<file path="src/rtl/eth_irq_coalescer_pkg.sv">
// Shared state/cause encodings for the Ethernet RX interrupt coalescer.
package eth_irq_coalescer_pkg;

  localparam int cause_width_lp = 2;

  typedef enum logic [1:0] {
    IDLE    = 2'd0,
    COLLECT = 2'd1,
    ASSERT  = 2'd2,
    HOLDOFF = 2'd3
  } coal_state_e;

  typedef enum logic [cause_width_lp-1:0] {
    CAUSE_NONE    = 2'd0,
    CAUSE_COUNT   = 2'd1,
    CAUSE_TIMEOUT = 2'd2
  } fire_cause_e;

endpackage

</file>
<file path="src/rtl/bsg_dff_reset_en.sv">
// Enabled register with synchronous active-high reset to a fixed value.
module bsg_dff_reset_en #(
  parameter int width_p     = 1,
  parameter int reset_val_p = 0
) (
  input  logic               clk_i,
  input  logic               reset_i,
  input  logic               en_i,
  input  logic [width_p-1:0] data_i,
  output logic [width_p-1:0] data_o
);

  always_ff @(posedge clk_i) begin
    if (reset_i)
      data_o <= width_p'(reset_val_p);
    else if (en_i)
      data_o <= data_i;
  end

endmodule

</file>
<file path="src/rtl/eth_sat_counter.sv">
// Up-counter with clear and saturation at all-ones; clear and increment
// together yield 1, which lets the coalescer load its first packet in one step.
module eth_sat_counter #(
  parameter int width_p = 8
) (
  input  logic               clk_i,
  input  logic               reset_i,
  input  logic               clear_i,
  input  logic               incr_i,
  output logic [width_p-1:0] count_o
);

  logic [width_p-1:0] base;

  always_comb begin
    base = clear_i ? '0 : count_o;
  end

  always_ff @(posedge clk_i) begin
    if (reset_i)
      count_o <= '0;
    else if (incr_i && (base != '1))
      count_o <= base + width_p'(1);
    else
      count_o <= base;
  end

endmodule

</file>
<file path="src/rtl/eth_irq_coalescer.sv">
// RX interrupt moderation: fire on packet count or timeout, TX passes through.
// Define ETH_IRQ_HOLDOFF_EN to add a minimum hold-off gap after each acknowledge.
module eth_irq_coalescer
  import eth_irq_coalescer_pkg::*;
#(
  parameter int count_width_p    = 8,
  parameter int timer_width_p    = 16,
  parameter int holdoff_cycles_p = 64
) (
  input  bit                       clk_i,
  input  logic                     reset_i,
  input  logic [count_width_p-1:0] pkt_thresh_i,
  input  logic                     pkt_thresh_v_i,
  input  logic [timer_width_p-1:0] timeout_i,
  input  logic                     timeout_v_i,
  input  logic                     rx_pending_i,
  input  logic                     rx_arrival_i,
  input  logic                     tx_interrupt_i,
  input  logic                     irq_ack_i,
  output logic                     rx_irq_o,
  output logic                     irq_o,
  output logic [cause_width_lp-1:0] fire_cause_o,
  output logic [count_width_p-1:0] pkt_count_o
);

  logic [count_width_p-1:0] pkt_thresh_r, count_r;
  logic [timer_width_p-1:0] timeout_r, timer_r;
  coal_state_e              state_r, state_n;
  fire_cause_e              cause_r, cause_n;
  logic                     count_clear, count_incr, timer_clear, timer_incr;
  logic                     count_hit, timeout_hit, fire;

  bsg_dff_reset_en #(.width_p(count_width_p), .reset_val_p(1)) thresh_reg (
    .clk_i(clk_i), .reset_i(reset_i), .en_i(pkt_thresh_v_i),
    .data_i(pkt_thresh_i), .data_o(pkt_thresh_r)
  );

  bsg_dff_reset_en #(.width_p(timer_width_p), .reset_val_p(0)) timeout_reg (
    .clk_i(clk_i), .reset_i(reset_i), .en_i(timeout_v_i),
    .data_i(timeout_i), .data_o(timeout_r)
  );

  eth_sat_counter #(.width_p(count_width_p)) pkt_counter (
    .clk_i(clk_i), .reset_i(reset_i), .clear_i(count_clear),
    .incr_i(count_incr), .count_o(count_r)
  );

  eth_sat_counter #(.width_p(timer_width_p)) age_timer (
    .clk_i(clk_i), .reset_i(reset_i), .clear_i(timer_clear),
    .incr_i(timer_incr), .count_o(timer_r)
  );

  // A zero timeout disables the time term; a zero threshold makes the count term always true.
  assign count_hit   = (count_r >= pkt_thresh_r);
  assign timeout_hit = (timeout_r != '0) && (timer_r >= timeout_r);
  assign fire        = count_hit || timeout_hit;

`ifdef ETH_IRQ_HOLDOFF_EN
  localparam int holdoff_width_lp = $clog2(holdoff_cycles_p + 1);
  localparam logic [holdoff_width_lp-1:0] holdoff_last_lp =
    holdoff_width_lp'(holdoff_cycles_p - 1);

  logic [holdoff_width_lp-1:0] holdoff_r;
  logic                        holdoff_done;

  always_ff @(posedge clk_i) begin
    if (reset_i || (state_r != HOLDOFF))
      holdoff_r <= '0;
    else
      holdoff_r <= holdoff_r + holdoff_width_lp'(1);
  end

  assign holdoff_done = (holdoff_r == holdoff_last_lp);
`else
  logic unused_holdoff;
  assign unused_holdoff = (holdoff_cycles_p > 0);
`endif

  always_ff @(posedge clk_i) begin
    if (reset_i) begin
      state_r <= IDLE;
      cause_r <= CAUSE_NONE;
    end else begin
      state_r <= state_n;
      cause_r <= cause_n;
    end
  end

  always_comb begin
    state_n     = state_r;
    cause_n     = cause_r;
    count_clear = 1'b0;
    count_incr  = 1'b0;
    timer_clear = 1'b0;
    timer_incr  = 1'b0;
    case (state_r)
      IDLE: begin
        count_clear = 1'b1;
        timer_clear = 1'b1;
        count_incr  = rx_pending_i;
        if (rx_pending_i)
          state_n = COLLECT;
      end
      COLLECT: begin
        if (fire) begin
          state_n    = ASSERT;
          cause_n    = count_hit ? CAUSE_COUNT : CAUSE_TIMEOUT;
          count_incr = rx_arrival_i;
          timer_incr = 1'b1;
        end else if (!rx_pending_i) begin
          state_n     = IDLE;
          count_clear = 1'b1;
          timer_clear = 1'b1;
        end else begin
          count_incr = rx_arrival_i;
          timer_incr = 1'b1;
        end
      end
      ASSERT: begin
        if (irq_ack_i || !rx_pending_i) begin
          state_n     = IDLE;
          cause_n     = CAUSE_NONE;
          count_clear = 1'b1;
          timer_clear = 1'b1;
`ifdef ETH_IRQ_HOLDOFF_EN
          if (irq_ack_i)
            state_n = HOLDOFF;
`endif
        end
      end
`ifdef ETH_IRQ_HOLDOFF_EN
      HOLDOFF: begin
        count_clear = 1'b1;
        timer_clear = 1'b1;
        if (holdoff_done)
          state_n = IDLE;
      end
`endif
      default: begin
        state_n = IDLE;
      end
    endcase
  end

  assign rx_irq_o     = (state_r == ASSERT);
  assign irq_o        = rx_irq_o | tx_interrupt_i;
  assign fire_cause_o = cause_r;
  assign pkt_count_o  = count_r;

endmodule

</file>
<file path="config.mk">
export PLATFORM = sky130hd
export DESIGN_NAME = eth_irq_coalescer
export DESIGN_NICKNAME = d
export VERILOG_FILES = /design/src/rtl/eth_irq_coalescer_pkg.sv /design/src/rtl/bsg_dff_reset_en.sv /design/src/rtl/eth_sat_counter.sv /design/src/rtl/eth_irq_coalescer.sv
export SDC_FILE = /design/constraint.sdc
export NUM_CORES = 1
export LEC_CHECK = 0
export CORE_UTILIZATION = 28
export DETAILED_ROUTE_END_ITERATION = 8
export DONT_BUFFER_PORTS = 1
export GPL_TIMING_DRIVEN = 0
export PLACE_DENSITY = 0.52
export SLEW_MARGIN = 30
export SYNTH_ARGS = -nofsm -noshare
export SYNTH_HDL_FRONTEND = slang
export SYNTH_SLANG_ARGS = --single-unit
</file>
<file path="constraint.sdc">
create_clock -name clk_i -period 9.7 [get_ports clk_i]
set_clock_uncertainty 0.2 [all_clocks]
set_input_delay 1.94 -clock clk_i [delete_from_list [all_inputs] [get_ports clk_i]]
set_output_delay 1.94 -clock clk_i [all_outputs]
set_load 0.005 [all_outputs]
</file>
## Word level (Yosys, flattened, before mapping)

Index checks and enable logic that the tools add are counted.

- Register bits: 52
- Bits of input ports: 32
- Logic and storage cells: 52

- $add $sub $neg: 2
- $lt $le $gt $ge: 2
- Equality and inequality tests: 8
- Mux-type cells: 22
- Bitwise operators: 1
- Reductions and logical operators: 11

Operators by type and width:

| cell | count |
|---|---|
| $mux W16 | 2 |
| $add A16 B1 Y16 const B | 1 |
| $ge A16 B16 Y1 | 1 |
| $mux W8 | 2 |
| $ne A16 B16 Y1 const B | 1 |
| $reduce_bool A16 Y1 | 1 |
| $mux W2 | 6 |
| $add A8 B1 Y8 const B | 1 |
| $ge A8 B8 Y1 | 1 |
| $mux W1 | 8 |
| $ne A8 B8 Y1 const B | 1 |
| $pmux W2 S3 | 1 |
| $reduce_and A3 Y1 | 2 |
| $ne A2 B2 Y1 const B | 2 |
| $pmux W2 S2 | 1 |
| $logic_and A1 B1 Y1 | 3 |
| $ne A3 B3 Y1 const B | 1 |
| $pmux W1 S3 | 1 |
| $eq A2 B1 Y1 const B | 1 |
| $eq A2 B2 Y1 const B | 1 |
| $logic_not A2 Y1 | 1 |
| $logic_or A1 B1 Y1 | 2 |
| $ne A2 B1 Y1 const B | 1 |
| $pmux W1 S2 | 1 |
| 3 further kinds | 3 |

## Depth between registers and ports, before layout

- Depth after elaboration: 9
- Gate-level depth with buffers: 16
- Mapped depth without buffers: 15

## By module

A second synthesis with hierarchy kept.

- Cells, all modules: 347
- Area, all modules: 3080.5 µm²

By module, submodules not included:

| module | instances | cells an instance | area an instance (µm²) |
|---|---|---|---|
| eth_irq_coalescer | 1 | 125 | 978.4 |
| eth_sat_counter (age_timer) | 1 | 103 | 862.1 |
| bsg_dff_reset_en (timeout_reg) | 1 | 52 | 580.6 |
| eth_sat_counter (pkt_counter) | 1 | 41 | 369.1 |
| bsg_dff_reset_en (thresh_reg) | 1 | 26 | 290.3 |

## Worst setup path after synthesis

Ideal clock, no wire load.

- Path type: input -> register
- Start: input rx_pending_i
- End: register age_timer.count_o[8]
- Setup time: 70 ps
- Arrival time: 4334 ps
- Required time: 9430 ps
- Path slack: 5096 ps
- Stages on the path: 14
- Path buffers: 1
- Cells stage by stage: inv_1 nor2_1 a21oi_1 a31oi_1 or2_4 buf_6 and2_2 ha_1 and3_1 and3_1 a31oi_2 o211ai_1 or3_1 a21oi_1

- Word-level cells in the longest chain between the ends: 8
- Elaborated cells on any way between the ends: 14

RTL lines:

| what | RTL line | text |
|---|---|---|
| from (decl) | eth_irq_coalescer.sv:16 | `input logic rx_pending_i,` |
| branches (longest 7 deep; another with $add A16 B1 Y16) | n/a |  |
| $mux W16 * | eth_sat_counter.sv:22 | `else if (incr_i && (base != '1))` |
| to (signal assigned) | eth_sat_counter.sv:23 | `count_o <= base + width_p'(1);` |
| to (signal assigned) | eth_sat_counter.sv:25 | `count_o <= base;` |
| to (decl) | eth_sat_counter.sv:10 | `output logic [width_p-1:0] count_o` |

Mark *: on every way between the ends.
A chain may end at the register's enable or synchronous reset.

## Worst setup path in the final report

- Start: input rx_pending_i
- End: register pkt_counter.count_o[2]

- Word-level cells in the longest chain between the ends: 8
- Elaborated cells on any way between the ends: 14

RTL lines:

| what | RTL line |
|---|---|
| branches (longest 7 deep; another with $add A8 B1 Y8) | n/a |
| $mux W8 * | eth_sat_counter.sv:22 |
| to (signal assigned) | eth_sat_counter.sv:23 |
| to (signal assigned) | eth_sat_counter.sv:25 |
| to (decl) | eth_sat_counter.sv:10 |

Marked as above.

==> impl_metrics.toml <==
[floorplanning]
dieArea_um2 = 11000
ioPinCount = 44
start_util_pct = 28.8
rows = 37
core_um2 = 10300
fp.dieW_um = 105
die_y_um = 105

[sta]
maxSlewViolCount = 0
tns_ns = 0
max_freq_ghz = 0.212
min_period_ns = 4.71
worst_pin_slew_ns = 0.726
fin_crit_sh_pct = 48.5
rsz0062_at_grt = "no"
hold_viol_final = 0
slew_headroom_pct = 51.6
holdWs_ns = 0.299
setup_violations = 0

[logic_synthesis]
synth_top_cell_area_share_pct = 35.2
synthArstFlopShare_pct = 0
netlist_top_cells_count = "dfxtp_1 (52), nor2_1 (43), inv_1 (32)"
synthFlopType = "dfxtp_1"
synth-simple-area-share_pct = 17.9
yosys.area.top_type = "dfxtp_1"
syn_area_per_cell_um2 = 8.80
synth_top_family_by_area = "compound AO/OA/AOI/OAI gates"
synth_compound_area_share_pct = 17.9
ys_warn_count = 0
synth_cells = 336
ys_ff_latch = 52
synthAdderAreaFrac_pct = 11.0
yosysMostFrequentCell = "dfxtp_1"
syn_nets = 394
synthTopCellsByArea = "dfxtp_1 (35%), ha_1 (11%), mux2i_1 (8.8%)"
synth_edf_count = 0
synthXorXnorAreaFrac_pct = 2.96
yosysUniqueCellTypes = 52
syn_area_um2 = 2960
ys_seq_area_share_pct = 35.2
synthMuxAreaShare_pct = 9.18

[pwr]
swShare_pct = 26.9
pwr-share-comb_pct = 12.7
leakage_nw = 1.30
power_frac_clock_pct = 32.0
p_int_w = 0.000299
p_switching_w = 0.000110
power_frac_seq_pct = 55.3
power_density_nw_per_um2 = 127
peakVddDrop_v = 0.0000479

[hold_path]
hold_path.class = "register to register"
min_to = "thresh_reg.data_o[6]"
min-delay-start = "thresh_reg.data_o[6]"
whs_path_depth = 2

[detailed_routing]
drt_pre_antenna_iters = 5
viasPerCell = 4.94
routed_wl_um = 6820
postRouteAntennaNets = 0
dr.first_iter.drc_count = 138
wl_per_cell_um = 14.2
drc = 0
dr_total_vias = 2372

[setup_path]
cp.required_ns = 9.71
worstPathArrival_ns = 4.72
crit_type = "input port to register"
r2r_end = "age_timer.count_o[8]"
critPathMaxFanout = 10
ff2ff_path_depth = 16
rr_startpoint = "pkt_counter.count_o[0]"
crit_path_start_kind = "input port"
endpoint_kind = "register"
r2r_slack_ns = 5.34

[cts]
cts_tree = "built"
cts_sinks = 52
clk_latency_ns = 0.31
post_cts_resized = 0
cts_made_buffers = 5
post_cts_buffers = 0
cts-root-buf = "clkbuf_8"
cts_hold_buf = 0
clkTransAtPathRegs_ns = 0.09
ctsHtreeMaxLevel = 2
cts_max_path_buffers = 2

[final_layout]
nets = 401
syn_to_final_growth_pct = 8.80
utilization_pct = 31.3
fillers = 1102
drive_above_1_share_pct = 6.69
n_antenna_cell = 0

[grt]
antenna_found_initial = 0
grt_pass1_wl_um = 11400
grt.overflow.total = 0
grt_max_degree = 15
grt_usage_pct = 13.0
grt_pass1_vias = 2325

[job]
max_cap_violations = 0

[placed_design]
dp_hpwl_um = 5280
place_congestion = 0.750
port_buffers = 0

[run_status]
outcome = "finished, final reports clean"
-- per-stage QoR --
step                      cells  area [um^2]  total power, W  worst slack [ns]
after detailed placement    472         3130        0.000284              4.70
after global routing        480         3220        0.000432              4.84
after floorplan             336         2960        0.000270              5.10
final                       480         3220        0.000410              4.99
after CTS                   480         3220        0.000416              5.05
after global placement      472         3130        0.000283              4.74
-- logic make-up after synthesis --
logic type	after synthesis
AND/OR/NAND/NOR	105
AO/OA/AOI/OAI	73
flip-flops	52
buffers and inverters	43
multiplexers	27
adder cells (fa/ha/maj)	26
XOR/XNOR	10
-- routing by layer --
metal / vias to the layer above / wire length (um) / part of all wire [%] / track usage [%]
li1: 1210 / - / - / -
met1: 1120 / 3270 / 48 / 16.5
met2: 37 / 3200 / 47 / 21.7
met3: 5 / 282 / 4.1 / 2.74
met4: 0 / 70 / 1.0 / 4.43
met5: - / 0 / 0 / 0
-- flip-flops by register name (all words and copies together) (netlist names) --
register / cells
timeout_reg.data_o: 16
state_r: 2
fire_cause_o: 2
thresh_reg.data_o: 8
pkt_counter.count_o: 8
age_timer.count_o: 16
-- cell usage in the layout (no fill, tap or decap), types with 2 or more instances in the layout --
| cell type | netlist | final |
|---|---|---|
| o2111ai_1 | 7 | 7 |
| clkbuf_1 | 9 | 11 |
| and2_2 | 2 | 2 |
| a2111oi_0 | 2 | 2 |
| xor2_1 | 9 | 9 |
| nand2_1 | 11 | 11 |
| dfxtp_1 | 52 | 52 |
| nor2_1 | 43 | 43 |
| mux2i_1 | 26 | 26 |
| and2_1 | 2 | 2 |
| and4_1 | 3 | 3 |
| a21oi_1 | 13 | 13 |
| o21ai_0 | 9 | 9 |
| nand4_1 | 3 | 3 |
| a21o_1 | 2 | 2 |
| nor4_1 | 4 | 4 |
| nand3_1 | 10 | 10 |
| or3_1 | 4 | 4 |
| nand2b_1 | 3 | 3 |
| clkbuf_8 | 0 | 6 |
| nor2b_1 | 2 | 2 |
| nor3b_1 | 2 | 2 |
| and3_1 | 10 | 10 |
| nor3_1 | 2 | 2 |
| a21oi_2 | 2 | 2 |
| inv_1 | 32 | 32 |
| ha_1 | 26 | 26 |
| o21a_1 | 10 | 10 |
| a211oi_1 | 2 | 2 |
| a31oi_1 | 3 | 3 |
| o211ai_1 | 9 | 9 |
-- power by group through the flow --
stage	combinational (W)	clock (W)	sequential [W]
2_1_floorplan	0.0000406	0	0.000230
3_3_place_gp	0.0000512	0	0.000232
3_5_place_dp	0.0000523	0	0.000232
4_1_cts	0.0000527	0.000137	0.000227
5_1_grt	0.0000596	0.000145	0.000228
6_report	0.0000520	0.000131	0.000227
-- critical path, stage by stage --
cell,delay [ns]
inv_1,0.06
nor2_1,0.15
a21oi_1,0.09
a31oi_1,0.38
or2_4,0.22
buf_6,0.13
and2_2,0.14
ha_1,0.14
and3_1,0.22
nor3b_1,0.44
o21ai_1,0.27
and3_1,0.27
mux2_2,0.26
-- layout make-up --
class | count | area [um^2] | area share [%]
tap | 136 | 170 | 5.29
buffer | 11 | 50.0 | 1.56
clock buffer | 8 | 90.1 | 2.80
inverter | 32 | 120 | 3.73
sequential | 52 | 1040 | 32.4
multi-input combinational | 241 | 1750 | 54.3
-- how the worst max path moves through the flow --
stage,from,endpoint,slack [ns],cells past startpoint
6_report,rx_pending_i,pkt_counter.count_o[2],4.99,13
4_1_cts,rx_pending_i,pkt_counter.count_o[2],5.05,13
5_1_grt,rx_pending_i,age_timer.count_o[8],4.84,14
3_3_place_gp,rx_pending_i,pkt_counter.count_o[2],4.74,13
3_5_place_dp,rx_pending_i,pkt_counter.count_o[2],4.70,13
2_1_floorplan,rx_pending_i,age_timer.count_o[8],5.10,14
(Power assumes the default switching activity.)
